## src/rtl/alu_mc_pkg.sv

```systemverilog
// alu_mc_pkg: shared types for the multi-cycle ALU.
//   - opcode encodings (localparams) and the matching 4-bit opcode enum
//   - FSM state enum used by alu_mc
package alu_mc_pkg;

  localparam logic [3:0] OpcXor = 4'h0;
  localparam logic [3:0] OpcBeq = 4'h1;
  localparam logic [3:0] OpcAdd = 4'h2;
  localparam logic [3:0] OpcAnd = 4'h3;
  localparam logic [3:0] OpcRol = 4'h4;
  localparam logic [3:0] OpcRor = 4'h5;
  localparam logic [3:0] OpcSub = 4'h6;
  localparam logic [3:0] OpcMul = 4'h7;

  // Encodings 8..15 are not members and are treated as illegal.
  typedef enum logic [3:0] {
    OpXor = OpcXor,
    OpBeq = OpcBeq,
    OpAdd = OpcAdd,
    OpAnd = OpcAnd,
    OpRol = OpcRol,
    OpRor = OpcRor,
    OpSub = OpcSub,
    OpMul = OpcMul
  } opcode_e;

  typedef enum logic [1:0] {
    StIdle,
    StBusy,
    StDone
  } state_e;

endpackage

```

## src/rtl/alu_mc_iter.sv

```systemverilog
// alu_mc_iter: iterative datapath for ROL, ROR (one bit per cycle) and MUL (unsigned
// shift-add, one multiplier bit per cycle).
// Ports:
//   clk_i, rst_ni  clock and synchronous active-low reset
//   start_i        load operands and iteration count (count must be nonzero)
//   op_i           OpRol, OpRor or OpMul
//   a_i, b_i       operands; rotate count is b_i mod Width
//   done_o         high in the last iteration cycle
//   result_o       value the datapath holds after the current step (valid with done_o)
//   carry_o        MUL overflow flag, same timing as result_o
module alu_mc_iter
  import alu_mc_pkg::*;
#(
  parameter int unsigned Width = 8
) (
  input  logic             clk_i,
  input  logic             rst_ni,
  input  logic             start_i,
  input  opcode_e          op_i,
  input  logic [Width-1:0] a_i,
  input  logic [Width-1:0] b_i,
  output logic             done_o,
  output logic [Width-1:0] result_o,
  output logic             carry_o
);

  localparam int unsigned ShW  = $clog2(Width);
  localparam int unsigned CntW = $clog2(Width) + 1;

  opcode_e            op_q, op_d;
  logic [CntW-1:0]    cnt_q, cnt_d;
  logic [Width-1:0]   sr_q, sr_d;       // rotate data, or multiplier for MUL
  logic [2*Width-1:0] mcand_q, mcand_d;
  logic [2*Width-1:0] acc_q, acc_d;

  always_comb begin
    op_d    = op_q;
    cnt_d   = cnt_q;
    sr_d    = sr_q;
    mcand_d = mcand_q;
    acc_d   = acc_q;
    if (start_i) begin
      op_d    = op_i;
      sr_d    = (op_i == OpMul) ? b_i : a_i;
      mcand_d = {{Width{1'b0}}, a_i};
      acc_d   = '0;
      cnt_d   = (op_i == OpMul) ? CntW'(Width) : CntW'(b_i[ShW-1:0]);
    end else if (cnt_q != '0) begin
      cnt_d = cnt_q - CntW'(1);
      case (op_q)
        OpRol: sr_d = {sr_q[Width-2:0], sr_q[Width-1]};
        OpRor: sr_d = {sr_q[0], sr_q[Width-1:1]};
        OpMul: begin
          acc_d   = acc_q + (sr_q[0] ? mcand_q : '0);
          sr_d    = sr_q >> 1;
          mcand_d = mcand_q << 1;
        end
        default: ;
      endcase
    end
  end

  always_ff @(posedge clk_i) begin
    if (!rst_ni) begin
      op_q    <= OpXor;
      cnt_q   <= '0;
      sr_q    <= '0;
      mcand_q <= '0;
      acc_q   <= '0;
    end else begin
      op_q    <= op_d;
      cnt_q   <= cnt_d;
      sr_q    <= sr_d;
      mcand_q <= mcand_d;
      acc_q   <= acc_d;
    end
  end

  // Outputs look at the post-step value so the parent can capture them on the
  // same edge that performs the final iteration.
  assign done_o   = (cnt_q == CntW'(1));
  assign result_o = (op_q == OpMul) ? acc_d[Width-1:0] : sr_d;
  assign carry_o  = (op_q == OpMul) && (|acc_d[2*Width-1:Width]);

endmodule

```

## src/rtl/alu_mc.sv

```systemverilog
// alu_mc: multi-cycle ALU with valid/ready handshake on both sides.
// Ports:
//   clk, rst_n           clock and synchronous active-low reset
//   in_valid, in_ready   request handshake; in_ready only in IDLE
//   opcode, a, b         operation and operands, captured at accept
//   out_valid, out_ready result handshake; out_valid only in DONE
//   result, zero, carry, illegal  registered result and flags, stable while DONE
module alu_mc
  import alu_mc_pkg::*;
#(
  parameter int unsigned WIDTH = 8
) (
  input  logic             clk,
  input  logic             rst_n,
  input  logic             in_valid,
  output logic             in_ready,
  input  logic [3:0]       opcode,
  input  logic [WIDTH-1:0] a,
  input  logic [WIDTH-1:0] b,
  output logic             out_valid,
  input  logic             out_ready,
  output logic [WIDTH-1:0] result,
  output logic             zero,
  output logic             carry,
  output logic             illegal
);

  localparam int unsigned ShW = $clog2(WIDTH);

  state_e           state_q, state_d;
  logic [WIDTH-1:0] result_q;
  logic             zero_q, carry_q, illegal_q;

  logic             accept, goes_busy, is_rot;
  logic [WIDTH-1:0] sc_result;
  logic             sc_carry, sc_illegal;
  logic             iter_done, iter_carry;
  logic [WIDTH-1:0] iter_result;

  assign accept    = in_valid && in_ready;
  assign is_rot    = (opcode == OpcRol) || (opcode == OpcRor);
  assign goes_busy = (is_rot && (b[ShW-1:0] != '0)) || (opcode == OpcMul);

  // Single-cycle results, including zero-count rotates.
  always_comb begin
    sc_result  = '0;
    sc_carry   = 1'b0;
    sc_illegal = 1'b0;
    case (opcode)
      OpcXor:         sc_result = a ^ b;
      OpcBeq:         sc_result = (a == b) ? '0 : WIDTH'(1);
      OpcAdd:         {sc_carry, sc_result} = {1'b0, a} + {1'b0, b};
      OpcAnd:         sc_result = a & b;
      OpcRol, OpcRor: sc_result = a;
      OpcSub: begin
        sc_result = a - b;
        sc_carry  = (a < b);
      end
      OpcMul:         sc_result = '0;
      default: begin
        sc_result  = '1;
        sc_illegal = 1'b1;
      end
    endcase
  end

  alu_mc_iter #(
    .Width(WIDTH)
  ) u_iter (
    .clk_i   (clk),
    .rst_ni  (rst_n),
    .start_i (accept && goes_busy),
    .op_i    (opcode_e'(opcode)),
    .a_i     (a),
    .b_i     (b),
    .done_o  (iter_done),
    .result_o(iter_result),
    .carry_o (iter_carry)
  );

  // FSM: state register
  always_ff @(posedge clk) begin
    if (!rst_n) state_q <= StIdle;
    else        state_q <= state_d;
  end

  // FSM: next state
  always_comb begin
    state_d = state_q;
    unique case (state_q)
      StIdle:  if (accept) state_d = goes_busy ? StBusy : StDone;
      StBusy:  if (iter_done) state_d = StDone;
      StDone:  if (out_ready) state_d = StIdle;
      default: state_d = StIdle;
    endcase
  end

  // FSM: outputs
  always_comb begin
    in_ready  = (state_q == StIdle);
    out_valid = (state_q == StDone);
  end

  always_ff @(posedge clk) begin
    if (!rst_n) begin
      result_q  <= '0;
      zero_q    <= 1'b0;
      carry_q   <= 1'b0;
      illegal_q <= 1'b0;
    end else if (accept && !goes_busy) begin
      result_q  <= sc_result;
      zero_q    <= (sc_result == '0);
      carry_q   <= sc_carry;
      illegal_q <= sc_illegal;
    end else if ((state_q == StBusy) && iter_done) begin
      result_q  <= iter_result;
      zero_q    <= (iter_result == '0);
      carry_q   <= iter_carry;
      illegal_q <= 1'b0;
    end
  end

  assign result  = result_q;
  assign zero    = zero_q;
  assign carry   = carry_q;
  assign illegal = illegal_q;

endmodule

```

## config.mk

```make
export PLATFORM = sky130hd
export DESIGN_NAME = alu_mc
export DESIGN_NICKNAME = d
export VERILOG_FILES = /design/src/rtl/alu_mc_pkg.sv /design/src/rtl/alu_mc_iter.sv /design/src/rtl/alu_mc.sv
export SDC_FILE = /design/constraint.sdc
export NUM_CORES = 1
export LEC_CHECK = 0
export CAP_MARGIN = 20
export CORE_MARGIN = 3
export CORE_UTILIZATION = 50
export DETAILED_ROUTE_END_ITERATION = 8
export HOLD_SLACK_MARGIN = 0.06
export PLACE_DENSITY = 0.67
export SYNTH_ARGS = -nofsm -noshare
export SYNTH_HDL_FRONTEND = slang
export SYNTH_HIERARCHICAL = 1
export SYNTH_SLANG_ARGS = --single-unit
```

## constraint.sdc

```tcl
create_clock -name clk -period 3.6 [get_ports clk]
set_clock_uncertainty 0.05 [all_clocks]
set_input_delay 0.72 -clock clk [delete_from_list [all_inputs] [get_ports clk]]
set_output_delay 0.72 -clock clk [all_outputs]
set_load 0.01 [all_outputs]
```

==> impl_results.md <==
* Post-CTS setup repair buffer count at 0
* Util after Layout at 0.616
* Mapped Area at 5110 µm²
* Combinational family with the most area after synthesis: compound AO/OA/AOI/OAI gates
* Worst path required time at 3.78 ns
* Ports at 37
* DR WL met2 at 8000 µm
* Final worst-path cycle share at 0.945
* Setup slack, reg-to-reg at 0.23 ns
* Detailed Route Iter0 Violations at 436
* Residual DRC at 0
* Post-DP HPWL at 12400 µm
* M1 wire length at 6760 µm
* Synth Area in Compound Gates at 0.264
* Mean routed wirelength per cell at 18.5 µm
* Unique masters post-synth at 85
* Finished Layout Cells at 868
* Critical path endpoint: carry
* I/O Buffers at 36
* Multiplexer share of the synthesized area at 0.0573
* Layout area overhead at 18.8%
* Cells after synthesis at 662
* Layout Nets at 791
* Fmax at 294 MHz
* Starting Density at 0.518
* Critical Path Start Type: primary input
* Final WL at 16100 µm
* Synth warnings at 6
* Setup crit start: opcode[1]
* Drt pass-1 iters at 5
* Via density at 6.08
* Vias in the first global route at 4999
* Synth async-reset ratio at 0
* Root Buffer: clkbuf_8
* Syn_nets at 723
* Initial antenna violation count at 0
* Clk sinks at 61
* CTS buffer count at 9
* Antenna viol nets, final at 0
* Status: finished, final reports clean
* Synth Area in Adders at 0.0950
* GPL Wtd Cong at 1.05
* Total GRT Usage at 0.285
* CTS tree: done
* Post-synth EDFFs at 0
* Slew HR at 0.516
* Pre-CTS setup slack at -0.172 ns
* Slowest CP cell: clkdlybuf4s50_1
* DIE AREA at 11500 µm²
* First-pass GRT wire length at 25800 µm
* CTS H-tree depth at 3
* Maximum clock path buffer count at 2
* Via count at 5274
* Slew @ Worst Pin at 0.725 ns
* Tmin final at 3.40 ns
* DIE WIDTH at 107 µm
* Layout cell share with drive strength beyond 1 at 0.159
* Cts hold-fix bufs at 0
* Top FF cell, synth: dfxtp_1
* Max-cap violations at 0
* Clk pin slew, worst setup/hold paths at 0.07 ns
* Met3 wire length at 868 µm
* Mean Syn Cell Area at 7.72 µm²
* PwrDens at 307 nW/µm²
* Highest metal used: met4
* Most used cell along the critical path: nor3_2
* Critical path peak fanout at 7
* Commonest non-fill, non-tap cells in the layout: a21oi_1 (73), nor2_1 (66), buf_4 (63), dfxtp_1 (61), nand2_1 (60)
* RR Startpoint: u_iter/sr_q[0]
* Core ar. at 9860 µm²
* Synth Register Bits at 61
* Synth Area in Simple Gates at 0.260
* Final Power at 0.00187 W
* Register area share after synthesis at 0.239
* Synth Area in XOR/XNOR at 0.0186
* Most common cell after layout, fill and taps aside: a21oi_1
* Largest net degree at the start of global routing at 34
* Final Max Slew Viols at 0
* Worst vdd ir at 198 µV
* Worst Hold Class: reg2reg
* Fin. Hold Viols at 0
* Post_cts resized at 0
* Final WS setup at 0.198 ns
* Crit path DAT at 3.58 ns
* Dpl cells at 851
* Grt ovf at 0
* N_diodes at 0
* Static Leak at 2.47 nW
* Cells along the critical path: clkdlybuf4s50_1 -> nor2b_1 -> nor3_2 -> nand2_1 -> nor3_2 -> buf_4 -> nor2_1 -> and3_1 -> a31o_2 -> a211oi_2 -> nand4_1 -> nor4_2 -> o22ai_1 -> o211ai_1 -> a21oi_1
* CP Class: in2reg
* Fin Hold WS at 0.417 ns
* Die height at 107 µm
* Num rows at 36
* CP Capture Type: flip-flop
* Final setup viols at 0
* RSZ-0062 raised after global routing: yes
* Latest clock arrival within the worst-skew pair at 0.35 ns
* Reg2Reg Capture Point: zero
* Reg2Reg Depth at 17
* CP max stage delay at 0.52 ns
synthesized netlist by cell type (4+ instances only):
master     n  area share
a211o_1    5      0.0086
a211oi_1  15       0.022
a21o_1     4      0.0059
a21oi_1   73       0.071
a22oi_1    7       0.010
a31oi_1    6      0.0073
and2_1    19       0.023
and3_1     7      0.0086
buf_1      6      0.0044
buf_2     11       0.011
buf_6      4      0.0088
clkbuf_1  17       0.012
dfxtp_1   61        0.24
ha_1      34       0.083
inv_1     27       0.020
mux2_2     6       0.013
mux2i_1   21       0.041
nand2_1   60       0.044
nand2b_1   8      0.0098
nand3_1   16       0.016
nand3b_1   4      0.0059
nand4b_1   4      0.0069
nor2_1    66       0.048
nor2b_1    6      0.0073
nor3_1    25       0.024
nor3b_1    9       0.013
nor4_1     4      0.0049
nor4b_1    4      0.0069
o21a_1     5      0.0073
o21ai_0   27       0.026
o31ai_1    4      0.0059
or3_1      9       0.011
xnor2_1    4      0.0069
xor2_1     5      0.0086
kinds of logic (layout without fill, tap and decap cells):
logic type	count (synthesis)	after routing
flip-flops	61	61
XOR/XNOR	10	10
multiplexers	28	28
adder cells (fa/ha/maj)	37	37
AND/OR/NAND/NOR	257	257
buffers and inverters	73	146
AO/OA/AOI/OAI	196	196
worst min path at each step:
stage	startpoint	endpoint	cells past startpoint
detailed placement	u_iter/mcand_q[8]	u_iter/mcand_q[9]	2
global route	u_iter/mcand_q[15]	u_iter/mcand_q[15]	2
global placement	u_iter/mcand_q[9]	u_iter/mcand_q[10]	2
finish	u_iter/mcand_q[8]	u_iter/mcand_q[9]	2
floorplan	u_iter/mcand_q[9]	u_iter/mcand_q[10]	2
CTS	u_iter/mcand_q[8]	u_iter/mcand_q[9]	2
metrics by stage:
step           area [µm²]  setup TNS [ns]
2_1_floorplan        5110               0
3_3_place_gp         5890         -0.0692
3_5_place_dp         5890          -0.353
4_1_cts              6060               0
5_1_grt              6070        -0.00319
6_report             6070               0
layer usage:
layer | global-route usage | up-vias
li1 | - | 2540
met1 | 0.355 | 2503
met2 | 0.496 | 198
met3 | 0.0403 | 33
met4 | 0.110 | 0
met5 | 0 | -
area by class of cell:
class	count	area, µm²
Sequential cell	61	1220
Inverter	31	116
Clock inverter	4	23.8
Timing Repair Buffer	99	833
Tap cell	133	166
Fill cell	877	3790
Multi-Input combinational cell	528	3570
Clock buffer	12	145
report_power, final:
part	internal, W	switching [W]
registers	0.000712	0.0000355
logic	0.000259	0.000316
clock network	0.000267	0.000277
worst max-delay path: cells and delay by family:
kind / cells / cell delay, ns
and+or+nand+nor: 8 / 1.34
buffers and inverters: 2 / 0.71
AOI/OAI and AO/OA: 5 / 0.81
sequential cells by signal, summed over array words and instances (netlist names):
signal / count
zero: 1
illegal: 1
u_iter/cnt_q: 4
carry: 1
u_iter/acc_q: 16
state_q: 2
result: 8
u_iter/mcand_q: 16
u_iter/op_q: 4
u_iter/sr_q: 8
(Power assumes the default switching activity.)
